<file path="src/rtl/addr_dec_pkg.sv">
// Shared state encoding and sizing helper for the serial address decoder.
package addr_dec_pkg;

  localparam logic [2:0] ST_IDLE    = 3'd0;
  localparam logic [2:0] ST_ADDR    = 3'd1;
  localparam logic [2:0] ST_DECODE  = 3'd2;
  localparam logic [2:0] ST_WAIT    = 3'd3;
  localparam logic [2:0] ST_CONNECT = 3'd4;
  localparam logic [2:0] ST_ERROR   = 3'd5;

  // Ceiling log2, never below 1 so it can size a vector directly.
  function automatic int clog2(input int n);
    int r;
    r = 0;
    while ((1 << r) < n) r++;
    return (r < 1) ? 1 : r;
  endfunction

endpackage

</file>
<file path="src/rtl/addr_decoder_n_decn.sv">
// One-hot decoder: out[sel] = en, every other bit 0.
module decn #(
  parameter int NUM_SLAVES = 3,
  parameter int SSEL_W     = 2
) (
  input  logic [SSEL_W-1:0]     sel,
  input  logic                  en,
  output logic [NUM_SLAVES-1:0] out
);

  for (genvar i = 0; i < NUM_SLAVES; i++) begin : g_out
    assign out[i] = en && (sel == SSEL_W'(i));
  end

endmodule

</file>
<file path="src/rtl/addr_decoder_n.sv">
// Serial address decoder: shifts in a device address LSB first, then connects the master
// to one slave. Optional WAIT timeout under `ADDR_DEC_TIMEOUT_EN.
module addr_decoder_n
  import addr_dec_pkg::*;
#(
  parameter int DEVICE_ADDR_WIDTH = 4,
  parameter int NUM_SLAVES        = 3,
  parameter int SSEL_W            = clog2(NUM_SLAVES),
  parameter int TIMEOUT_CYCLES    = 16
) (
  input  logic                  clk,
  input  logic                  rstn,
  input  logic                  mwdata,
  input  logic                  mvalid,
  input  logic [NUM_SLAVES-1:0] sready,
  output logic [NUM_SLAVES-1:0] mvalid_o,
  output logic [SSEL_W-1:0]     ssel,
  output logic                  ack,
  output logic                  derr
);

  // Counter is sized for both the address index and the WAIT timeout in every build.
  localparam int CNT_A = clog2(DEVICE_ADDR_WIDTH);
  localparam int CNT_T = clog2(TIMEOUT_CYCLES);
  localparam int CNT_W = (CNT_A > CNT_T) ? CNT_A : CNT_T;

  logic [2:0]                   state_q, state_d;
  logic [DEVICE_ADDR_WIDTH-1:0] addr_q, addr_d;
  logic [CNT_W-1:0]             cnt_q, cnt_d;
  logic [SSEL_W-1:0]            ssel_q, ssel_d;
  logic                         miss, ready_addr, ready_ssel;

  assign miss = (32'(addr_q) >= 32'(NUM_SLAVES));

  always_comb begin
    ready_addr = 1'b0;
    ready_ssel = 1'b0;
    for (int i = 0; i < NUM_SLAVES; i++) begin
      if (addr_q[SSEL_W-1:0] == SSEL_W'(i)) ready_addr = sready[i];
      if (ssel_q == SSEL_W'(i))             ready_ssel = sready[i];
    end
  end

  always_comb begin
    state_d = state_q;
    addr_d  = addr_q;
    cnt_d   = cnt_q;
    ssel_d  = ssel_q;
    case (state_q)
      ST_IDLE: begin
        if (mvalid) begin
          addr_d    = '0;
          addr_d[0] = mwdata;
          if (DEVICE_ADDR_WIDTH == 1) begin
            state_d = ST_DECODE;
          end else begin
            state_d = ST_ADDR;
            cnt_d   = CNT_W'(1);
          end
        end
      end
      ST_ADDR: begin
        if (!mvalid) begin
          state_d = ST_IDLE;
          addr_d  = '0;
          cnt_d   = '0;
        end else begin
          for (int i = 0; i < DEVICE_ADDR_WIDTH; i++)
            if (cnt_q == CNT_W'(i)) addr_d[i] = mwdata;
          if (cnt_q == CNT_W'(DEVICE_ADDR_WIDTH - 1)) begin
            state_d = ST_DECODE;
            cnt_d   = '0;
          end else begin
            cnt_d = cnt_q + CNT_W'(1);
          end
        end
      end
      ST_DECODE: begin
        if (!mvalid) begin
          state_d = ST_IDLE;
          addr_d  = '0;
          cnt_d   = '0;
        end else if (miss) begin
          state_d = ST_ERROR;
        end else begin
          ssel_d  = addr_q[SSEL_W-1:0];
          state_d = ready_addr ? ST_CONNECT : ST_WAIT;
        end
      end
      ST_WAIT: begin
        if (!mvalid) begin
          state_d = ST_IDLE;
          addr_d  = '0;
          cnt_d   = '0;
        end else if (ready_ssel) begin
          state_d = ST_CONNECT;
          cnt_d   = '0;
        end
`ifdef ADDR_DEC_TIMEOUT_EN
        // Ready on the expiry cycle is caught above, so CONNECT wins the tie.
        else if (cnt_q == CNT_W'(TIMEOUT_CYCLES - 1)) begin
          state_d = ST_ERROR;
          cnt_d   = '0;
        end else begin
          cnt_d = cnt_q + CNT_W'(1);
        end
`endif
      end
      ST_CONNECT, ST_ERROR: begin
        if (!mvalid) state_d = ST_IDLE;
      end
      default: state_d = ST_IDLE;
    endcase
  end

  always_ff @(posedge clk) begin
    if (!rstn) begin
      state_q <= ST_IDLE;
      addr_q  <= '0;
      cnt_q   <= '0;
      ssel_q  <= '0;
    end else begin
      state_q <= state_d;
      addr_q  <= addr_d;
      cnt_q   <= cnt_d;
      ssel_q  <= ssel_d;
    end
  end

  assign ssel = ssel_q;
  assign ack  = (state_q == ST_CONNECT);
  assign derr = (state_q == ST_ERROR);

  decn #(
    .NUM_SLAVES(NUM_SLAVES),
    .SSEL_W    (SSEL_W)
  ) u_decn (
    .sel(ssel_q),
    .en (mvalid && (state_q == ST_CONNECT)),
    .out(mvalid_o)
  );

endmodule
</file>
<file path="config.mk">
export PLATFORM = sky130hd
export DESIGN_NAME = addr_decoder_n
export DESIGN_NICKNAME = d
export VERILOG_FILES = /design/src/rtl/addr_dec_pkg.sv /design/src/rtl/addr_decoder_n_decn.sv /design/src/rtl/addr_decoder_n.sv
export SDC_FILE = /design/constraint.sdc
export NUM_CORES = 1
export LEC_CHECK = 0
export ABC_AREA = 1
export BUFFER_PORTS_ARGS = -buffer_cell sky130_fd_sc_hd__clkbuf_2
export CORE_MARGIN = 5
export CORE_UTILIZATION = 30
export CTS_CLUSTER_SIZE = 8
export DETAILED_ROUTE_END_ITERATION = 8
export RECOVER_POWER = 50
export SYNTH_ARGS = -nofsm -noshare
export SYNTH_HDL_FRONTEND = slang
export SYNTH_SLANG_ARGS = --single-unit
</file>
<file path="constraint.sdc">
create_clock -name clk -period 2.6 [get_ports clk]
set_input_delay 0.26 -clock clk [delete_from_list [all_inputs] [get_ports clk]]
set_output_delay 0.26 -clock clk [all_outputs]
set_load 0.05 [all_outputs]
</file>
==> out/results.ini, run 1 <==
[status]
run_status = finished, final reports clean

[global_route]
grtUsageTotal_pct = 10.1
grt_pass1_wl_mm = 3.25
antenna_found_initial = 0
grt_max_degree = 9
grt_pass1_vias = 828
overflow = 0

[synth]
ys_ff_latch = 13
synth_top_family_by_area = simple AND/OR/NAND/NOR gates
synth.avg_cell_area_um2 = 6.25
synth_cell_types = 21
syn-cell-area_um2 = 837
synth-adder-area-share_pct = 5.98
synth_compound_area_share_pct = 13.2
yosysWarnings = 0
syn_nets = 145
post_synth_xor_area_fraction_pct = 2.09
syn-instance-count = 134
yosys.area_share.simple_pct = 40.5
synthMuxAreaShare_pct = 0
yosysSeqAreaShare_pct = 31.1

[sta]
drv_slew = 0
clock.fmax_mhz = 565
setup_viol = 0
finalHoldViolCount = 0
maxSlewHeadroom_pct = 60.5
rsz0062_at_grt = false
period_share_pct = 68.0
finalSetupTns_ps = 0
finalCriticalPeriod_ps = 1770
worst_clock_skew_ps = 1.88
hold-worst-slack_ps = 253
setup_slack_ps = 831
worst_pin_slew_ps = 595

[cells_and_area]
layout-drive-gt1-share_pct = 14.6
postLayoutCoreUtil_pct = 36.1
design.final.nets = 163
layout_common_cells = nand2_1 (38), nor2_1 (18), inv_1 (15)
syn2layout_area_growth_pct = 16.7
layout_commonest_cell = nand2_1
diodes = 0

[setup_path]
path_class = reg -> out
r2r_cells = 7
reg2reg_from = state_q[0]$_SDFFE_PN0P_
cp-end-kind = output pin
startpoint_type = register
worstPathRequired_ps = 2340
r2r_setup_slack_ps = 1100
worstPathMaxFanout = 6
crit_arrival_ps = 1510
r2r_end = addr_q[1]$_SDFFE_PN0P_

[power_and_ir_drop]
power_w = 0.000513
powerDensity_nw_per_um2 = 525
power.leakage_nw = 0.458
ir_drop_uv = 331

[drt]
initialDrtViolationCount = 32
dr.pass1.iters = 4
avgViaCountPerCell = 4.75
post_drt_wl_per_cell_um = 10.3
drc_errors = 0
route.vias.total = 864
totalWireLength_mm = 1.87
ant_nets = 0

[placement]
gp_congestion = 0.775
dpl.hpwl_mm = 1.55
pre_cts_slack_ps = 1140
port_buffers = 13

[hold_path]
min_to = addr_q[1]$_SDFFE_PN0P_
holdPathStages = 3
hold_class = in -> reg
hp-start = rstn

[floorplan]
die_height_um = 62.8
start_util_pct = 30.9
dieArea_um2 = 3950
io_pins = 14
fp-row-count = 19
core_um2 = 2710
fp.dieW_um = 62.8

[cts]
cts_root_buf = clkbuf_4
cts_setup_buffers = 0
clock_latency_ps = 280
htreeDepth = 1
cts_buffers = 3
cts_hold_buf = 0
ctsResizeCount = 0
clk_pin_slew_worst_paths_ps = 80
clockBufferDepth = 2
cts_tree = done
numClockSinks = 13

[run]
maxCapViolCount = 0

## report_power, final
part	internal, W	switching, W
combinational	0.0000530	0.0000962
clock	0.0000595	0.0000670
sequential	0.000217	0.0000204
## cell usage after synthesis, drive strengths merged
master	count	share of area, %
nand2	40	19
inv	16	7.2
nand3	13	8.4
nor2	19	9.7
nor3	4	2.4
ha	4	6.0
a21oi	13	7.8
xor2	1	1.0
nand4	1	0.75
o21ai	6	3.6
o21a	1	0.90
a21boi	1	0.90
nor2b	1	0.75
dfxtp	13	31
xnor2	1	1.0
## worst max path at each step
| stage | start | to | slack (ps) | cells past startpoint |
|---|---|---|---|---|
| finish | state_q[2]$_SDFFE_PN0P_ | mvalid_o[2] | 830 | 5 |
| global route | state_q[2]$_SDFFE_PN0P_ | mvalid_o[2] | 680 | 5 |
| CTS | state_q[2]$_SDFFE_PN0P_ | mvalid_o[2] | 830 | 5 |
| detailed placement | state_q[2]$_SDFFE_PN0P_ | mvalid_o[2] | 1140 | 5 |
| global placement | state_q[2]$_SDFFE_PN0P_ | mvalid_o[0] | 1180 | 5 |
| floorplan | state_q[2]$_SDFFE_PN0P_ | mvalid_o[0] | 300 | 4 |
## logic make-up after synthesis
| family | count (synthesis) |
|---|---|
| buffers and inverters | 16 |
| AND/OR/NAND/NOR | 78 |
| adder cells (fa/ha/maj) | 4 |
| flip-flops | 13 |
| XOR/XNOR | 2 |
| AO/OA/AOI/OAI | 21 |
## per-stage QoR
| stage | instance area, µm² | instances |
|---|---|---|
| 2_1_floorplan | 857 | 134 |
| 3_3_place_gp | 961 | 178 |
| 3_5_place_dp | 961 | 178 |
| 4_1_cts | 987 | 182 |
| 5_1_grt | 977 | 182 |
| 6_report | 977 | 182 |
## flip-flops by register name (all words and copies together), names as in the netlist
| name | cells |
|---|---|
| state_q | 3 |
| ssel | 2 |
| cnt_q | 4 |
| addr_q | 4 |
## area by class of cell
cell class	instances	area, µm²
Clock buffer	4	26.3
Tap cell	31	38.8
Sequential cell	13	260
Fill cell	314	1730
Multi-Input combinational cell	105	529
Timing Repair Buffer	13	62.6
Inverter	16	60.1
## worst max-delay path, cell delays in order, from the launching register on
cell,delay (ps)
dfxtp_1,400
inv_1,130
nor3_2,140
nand2_1,140
nor3_2,120
clkbuf_2,290
## routing by layer
| metal | routed length (µm) | global-route usage [%] | up-vias |
|---|---|---|---|
| met3 | 31 | 2.16 | 4 |
| met4 | 27 | 5.57 | 0 |
| met2 | 951 | 18.1 | 6 |
| li1 | - | - | 463 |
| met1 | 862 | 10.7 | 391 |
| met5 | 0 | 0 | - |
Note: power is estimated with default switching activity, not from simulation.
==> run 2: changes to the inputs <==
- ABC_AREA: 1 -> 0
- clock period: 2.6 -> 1.5 ns (I/O delays scaled with it)
==> run 2 against run 1 <==
Sequential share of layout area is 5.4 points lower. Critical path type unchanged. Non-clock buffer count rose by 22. First-iteration DRC count shrank 3.1%. Power is 60% higher. Register-to-register slack worse by 1000 ps. Critical path depth fell by 2. Clock skew rose by 3.1 ps. Combinational power rose by 54%. Highest routed layer unchanged. Sequential power grew 57%. Via count increased by 11%.
==> out/results.ini, run 2 <==
[cts]
cts_root_buf = clkbuf_4  ; unchanged
clk_pin_slew_worst_paths_ps = 80  ; about the same
cts_buffers = 3  ; unchanged
clock_latency_ps = 280  ; about the same
numClockSinks = 13  ; unchanged
clockBufferDepth = 2  ; unchanged
cts_tree = done  ; unchanged
htreeDepth = 1  ; unchanged

[global_route]
grt_pass1_vias = 872  ; was 828
grt_util_met1_pct = 15.9  ; was 10.7%
overflow = 0  ; unchanged
antenna_found_initial = 0  ; unchanged
busiest_layer = met2  ; unchanged
grt_max_degree = 14  ; was 9
grtUsageTotal_pct = 12.2  ; was 10.1%
grt_pass1_wl_mm = 4.06  ; was 3.25 mm
met3_usage_pct = 2.74  ; was 2.16%
grt_use_met2_pct = 19.0  ; was 18.1%

[setup_path]
cpPeakStageDelay_ps = 360  ; was 400 ps
crit_family = simple AND/OR/NAND/NOR gates  ; was buffers and inverters
worstPathMaxFanout = 6  ; unchanged
worstPathRequired_ps = 1350  ; was 2340 ps
reg2reg_from = state_q[1]$_SDFFE_PN0P_  ; was state_q[0]$_SDFFE_PN0P_
crit_chain = nand2b_4 > nor4b_4 > buf_8  ; was inv_1 > nor3_2 > nand2_1 > nor3_2 > clkbuf_2
path_buf_inv = 1  ; was 2
cpMaxStageDelayCell = dfxtp_4  ; was dfxtp_1
crit_arrival_ps = 1330  ; was 1510 ps
startpoint_type = register  ; unchanged
cp-end-kind = output pin  ; unchanged
path_class = reg -> out  ; unchanged
crit_path_start = state_q[1]$_SDFFE_PN0P_  ; was state_q[2]$_SDFFE_PN0P_

[synth]
async_reset_ff_share_pct = 0  ; unchanged
synth_enable_flop_cells = 0  ; unchanged
syn-cell-area_um2 = 921  ; was 837 µm²
synth_common_cells = a21oi_1 (15), dfxtp_1 (13), nor2_1 (9)  ; was nand2_1 (38), nor2_1 (17), inv_1 (14)
synth_cell_types = 44  ; was 21
syn_nets = 121  ; was 145
synth_top_cell_by_area = dfxtp_1  ; unchanged
synthTopCellsByArea = dfxtp_1 (28%), a21oi_1 (8.2%), ha_1 (5.4%), mux2i_1 (4.3%), o21ai_0 (4.3%)  ; was dfxtp_1 (31%), nand2_1 (17%), a21oi_1 (7.8%), nor2_1 (7.6%), nand3_1 (7.2%)
ys_ff_latch = 13  ; unchanged
yosysWarnings = 0  ; unchanged
synth_ff_type = dfxtp_1  ; unchanged
synth.avg_cell_area_um2 = 8.37  ; was 6.25 µm²
syn-instance-count = 110  ; was 134
yosysSeqAreaShare_pct = 28.3  ; was 31.1%
synth_top_area_share_pct = 28.3  ; was 31.1%
synth.most_common_cell = a21oi_1  ; was nand2_1

[drt]
post_drt_wl_per_cell_um = 14.1  ; was 10.3 µm
ant_nets = 0  ; unchanged
initialDrtViolationCount = 31  ; was 32
dr.pass1.iters = 4  ; unchanged
totalWireLength_mm = 2.50  ; was 1.87 mm
drc_errors = 0  ; unchanged
route.vias.total = 958  ; was 864
avgViaCountPerCell = 5.41  ; was 4.75

[run]
maxCapViolCount = 0  ; unchanged

[cells_and_area]
layout_commonest_cell = buf_4  ; was nand2_1
syn2layout_area_growth_pct = 39.7  ; was 16.7%
diodes = 0  ; unchanged
design.final.nets = 156  ; was 163
fillers = 310  ; was 314
fin_area_um2 = 1290  ; was 977 µm²
postLayoutCoreUtil_pct = 42.8  ; was 36.1%
top_regs = addr_q (4), cnt_q (4), state_q (3)  ; unchanged
layout-drive-gt1-share_pct = 37.5  ; was 14.6%
layout_common_cells = buf_4 (21), a21oi_1 (15), nor2_1 (9)  ; was nand2_1 (38), nor2_1 (18), inv_1 (15)

[placement]
port_buffers = 13  ; unchanged
dpl-instance-area_um2 = 1160  ; was 961 µm²
gp_congestion = 0.902  ; was 0.775
dpl.hpwl_mm = 1.87  ; was 1.55 mm
pre_cts_slack_ps = 72.2  ; was 1140 ps

[floorplan]
io_pins = 14  ; unchanged
dieArea_um2 = 4280  ; was 3950 µm²
die_height_um = 65.4  ; was 62.8 µm
fp.dieW_um = 65.4  ; was 62.8 µm
core_um2 = 3000  ; was 2710 µm²
fp-row-count = 20  ; was 19
start_util_pct = 30.7  ; was 30.9%

[sta]
period_share_pct = 99.0
maxSlewHeadroom_pct = 60.7  ; was 60.5%
worst_pin_slew_ps = 592  ; was 595 ps
hold-worst-slack_ps = 161  ; was 253 ps
clock.fmax_mhz = 673
finalCriticalPeriod_ps = 1480
finalHoldViolCount = 0  ; unchanged
drv_slew = 0  ; unchanged
setup_slack_ps = 15.1  ; was 831 ps
setup_viol = 0  ; unchanged
rsz0062_at_grt = true  ; was false
worst_clock_skew_ps = 5.00  ; was 1.88 ps

[hold_path]
hold_class = in -> reg  ; unchanged
hp-start = mwdata  ; was rstn

[power_and_ir_drop]
swShare_pct = 31.4  ; was 35.8%
p_seq_share_pct = 45.3  ; was 46.3%
power.leakage_nw = 0.527  ; was 0.458 nW
p_int_w = 0.000565  ; was 0.000330 W
power_w = 0.000823  ; was 0.000513 W
power_switching_w = 0.000259  ; was 0.000184 W
combPwrFrac_pct = 27.8  ; was 29.1%
clkPwrFrac_pct = 26.9  ; was 24.6%
ir_drop_uv = 339  ; was 331 µV
powerDensity_nw_per_um2 = 640  ; was 525 nW/µm²

[status]
run_status = finished, final reports clean  ; unchanged

==> run 2: worst register-to-register path, cell delays in order, from the launching register on <==
cell	delay, ps
dfxtp_4	360
buf_4	150
nor3_2	330
nor3_4	90
and2_1	190
a211oi_1	210
==> run 2: logic make-up (layout without fill, tap and decap cells) <==
kind of cell | after synthesis | after routing | share of synthesized area, %
adder cells (fa/ha/maj) | 4 | 4 | 5.43
AND/OR/NAND/NOR | 38 | 38 | 27.2
multiplexers | 4 | 4 | 4.35
flip-flops | 13 | 13 | 28.3
buffers and inverters | 13 | 47 | 7.47
AO/OA/AOI/OAI | 38 | 38 | 27.3
==> run 2: repair_timing <==
| item | 4_1_cts | 5_1_grt |
|---|---|---|
| pin swaps | 0 | 2 |
| setup endpoints to repair | 3 | 10 |
| resized for setup | 11 | 5 |
| buffers inserted | 4 | 3 |
| hold buffers | 0 | 0 |
==> run 2: layout make-up <==
type                       instances  area (µm²)  share of cell area [%]
timing repair buffer              35         263                    20.4
clock buffer                       4        26.3                    2.04
sequential                        13         273                    21.2
multi-input combinational         84         653                    50.8
inverter                           8        30.0                    2.33
tap                               33        41.3                    3.21
==> run 2: power by group through the flow <==
stage / combinational [W] / sequential, W / clock (W)
3_5_place_dp: 0.000198 / 0.000387 / 0
5_1_grt: 0.000250 / 0.000376 / 0.000256
2_1_floorplan: 0.000142 / 0.000383 / 0
3_3_place_gp: 0.000197 / 0.000385 / 0
4_1_cts: 0.000220 / 0.000374 / 0.000239
6_report: 0.000229 / 0.000373 / 0.000222
==> run 2: worst paths after layout <==
check / end / slack (ps) / cells after the start
max reg2reg: cnt_q[0]$_SDFFE_PN0P_ / 80 / 5
min: addr_q[3]$_SDFFE_PN0P_ / 160 / 3
max: mvalid_o[1] / 20 / 3
min reg2reg: addr_q[3]$_SDFFE_PN0P_ / 490 / 2
==> run 2: metrics by stage <==
step                      std cells  TNS (ps)
final                           177         0
after global routing            177      -155
after CTS                       174         0
after detailed placement        166         0
after global placement          166         0
after floorplan                 110     -3.59
==> run 2: metal layers <==
metal	routed length, µm	vias up
met1	1200	440
met4	59	0
met5	0	-
met3	94	6
met2	1140	25
li1	-	487
==> run 3: changes to the inputs <==
- BUFFER_PORTS_ARGS: -buffer_cell sky130_fd_sc_hd__clkbuf_2 -> unset
- DONT_BUFFER_PORTS: unset -> 1
- RECOVER_POWER: 50 -> 100
==> run 3 against run 2 <==
Via count grew 0.94%. Routed wire length rose by 7.8%. Largest cell class unchanged. Die area is the same. Critical path type unchanged. Highest routed layer unchanged.
==> out/results.ini, run 3 (synthesis results as in run 2) <==
[status]
run_status = finished, final reports clean  ; unchanged

[placement]
port_buffers = 0  ; was 13
dpl.hpwl_mm = 1.91  ; was 1.87 mm
dpl-instance-area_um2 = 1140  ; was 1160 µm²
gp_congestion = 0.826  ; was 0.902

[sta]
finalCriticalPeriod_ps = 1480  ; about the same
finalSetupTns_ps = 0  ; unchanged
period_share_pct = 98.5  ; was 99.0%
clock.fmax_mhz = 677  ; was 673 MHz
setup_viol = 0  ; unchanged
finalHoldViolCount = 0  ; unchanged
drv_slew = 0  ; unchanged
rsz0062_at_grt = true  ; unchanged
worst_clock_skew_ps = 5.23  ; was 5.00 ps
maxSlewHeadroom_pct = 60.2  ; was 60.7%
hold-worst-slack_ps = 3.64  ; was 161 ps
worst_pin_slew_ps = 599  ; was 592 ps

[floorplan]
io_pins = 14  ; unchanged
fp-row-count = 20  ; unchanged
core_um2 = 3000  ; unchanged
die_height_um = 65.4  ; unchanged
dieArea_um2 = 4280  ; unchanged
start_util_pct = 30.7  ; unchanged
fp.dieW_um = 65.4  ; unchanged

[cells_and_area]
layout_common_cells = buf_4 (19), a21oi_1 (15), nor2_1 (8), dfxtp_1 (8), o21ai_0 (7)  ; was buf_4 (21), a21oi_1 (15), nor2_1 (9)
syn2layout_area_growth_pct = 42.4  ; was 39.7%
fillers = 309  ; was 310
fin_area_um2 = 1310  ; was 1290 µm²
diodes = 0  ; unchanged
layout_commonest_cell = buf_4  ; unchanged
layout-drive-gt1-share_pct = 33.8  ; was 37.5%
design.final.nets = 148  ; was 156
regArea_um2 = 277  ; was 273 µm²
multi_input_area_um2 = 678  ; was 653 µm²
top_regs = addr_q (4), cnt_q (4), state_q (3)  ; unchanged

[global_route]
grtUsageTotal_pct = 12.5  ; was 12.2%
grt_pass1_vias = 918  ; was 872
grt_pass1_wl_mm = 4.23  ; was 4.06 mm
antenna_found_initial = 0  ; unchanged
grt_max_degree = 14  ; unchanged
overflow = 0  ; unchanged

[cts]
clock_latency_ps = 280  ; about the same
numClockSinks = 13  ; unchanged
cts_buffers = 3  ; unchanged
htreeDepth = 1  ; unchanged
clockBufferDepth = 2  ; unchanged
cts_tree = done  ; unchanged
cts_root_buf = clkbuf_4  ; unchanged
clk_pin_slew_worst_paths_ps = 80  ; about the same

[setup_path]
path_depth = 4  ; was 3
cpMaxStageDelayCell = dfxtp_4  ; unchanged
path_common_cell = buf_12
crit_arrival_ps = 1330  ; about the same
cpPeakStageDelay_ps = 380  ; was 360 ps
reg2reg_from = addr_q[0]$_SDFFE_PN0P_  ; was state_q[1]$_SDFFE_PN0P_
worstPathRequired_ps = 1350  ; about the same
startpoint_type = register  ; unchanged
crit_chain = buf_12 > inv_2 > nor4_4 > buf_12  ; was nand2b_4 > nor4b_4 > buf_8
crit_path_start = ssel[1]$_SDFFE_PN0P_  ; was state_q[1]$_SDFFE_PN0P_
worstPathMaxFanout = 4  ; was 6
r2r_cells = 4  ; was 5
cp-end-kind = output pin  ; unchanged
r2r_setup_slack_ps = 50  ; was 80 ps
path_buf_inv = 3  ; was 1
r2r_end = state_q[0]$_SDFFE_PN0P_  ; was cnt_q[0]$_SDFFE_PN0P_
crit_family = buffers and inverters  ; was simple AND/OR/NAND/NOR gates
path_class = reg -> out  ; unchanged

[hold_path]
hp-start = rstn  ; was mwdata
holdPathStages = 2  ; was 3
min_to = cnt_q[3]$_SDFFE_PN0P_  ; was addr_q[3]$_SDFFE_PN0P_
hold_class = in -> reg  ; unchanged

[drt]
post_drt_wl_per_cell_um = 15.9  ; was 14.1 µm
drc_errors = 0  ; unchanged
dr.pass1.iters = 4  ; unchanged
avgViaCountPerCell = 5.72  ; was 5.41
ant_nets = 0  ; unchanged
totalWireLength_mm = 2.69  ; was 2.50 mm
initialDrtViolationCount = 45  ; was 31
route.vias.total = 967  ; was 958

[power_and_ir_drop]
power_w = 0.000823  ; about the same
power.leakage_nw = 0.505  ; was 0.527 nW
powerDensity_nw_per_um2 = 628  ; was 640 nW/µm²
ir_drop_uv = 258  ; was 339 µV

[run]
maxCapViolCount = 0  ; unchanged

[run 3: power by group]
| group | switching, W | total (W) | internal (W) |
|---|---|---|---|
| clock | 0.000121 | 0.000224 | 0.000103 |
| sequential | 0.0000165 | 0.000371 | 0.000355 |
| combinational | 0.000122 | 0.000228 | 0.000106 |
[run 3: timing repair]
action | CTS | global route
hold endpoints to repair | 3 | 2
endpoints found under the setup margin | 3 | 12
pin swaps | 1 | 4
hold buffers | 2 | 1
buffers inserted | 4 | 4
resized for setup | 8 | 11
[run 3: metal layers]
layer,global-route usage [%],part of all wire [%],up-vias,wire length [µm]
met5,0,0,-,0
li1,-,-,466,-
met4,4.15,1.8,0,48
met3,2.74,8.0,8,214
met2,22.4,50,40,1340
met1,14.7,40,453,1090
[run 3: worst max-delay path by stage]
stage | to | slack (ps)
after detailed placement | cnt_q[2]$_SDFFE_PN0P_ | 30
after global routing | addr_q[0]$_SDFFE_PN0P_ | -60
after floorplan | mvalid_o[1] | -4
after global placement | cnt_q[2]$_SDFFE_PN0P_ | 50
after CTS | mvalid_o[2] | 4
final | mvalid_o[2] | 20
[run 3: area by class of cell]
class	count	area share (%)
sequential	13	21.1
multi-input combinational	84	51.7
clock buffer	4	2.00
timing repair buffer	27	19.6
inverter	8	2.48
tap	33	3.15
[run 3: stage by stage]
stage	setup slack, ps	utilization, %	instances
2_1_floorplan	-3.59	-	110
4_1_cts	4.48	41.2	164
3_3_place_gp	53.2	37.9	154
3_5_place_dp	29.3	37.9	154
6_report	22.0	43.7	169
5_1_grt	-55.2	43.7	169
[run 3: worst reg2reg max path, delay by kind of cell, from the launching register on]
kind	cells	cell delay, ps
compound gates	3	670
flops	1	430
mux	1	280
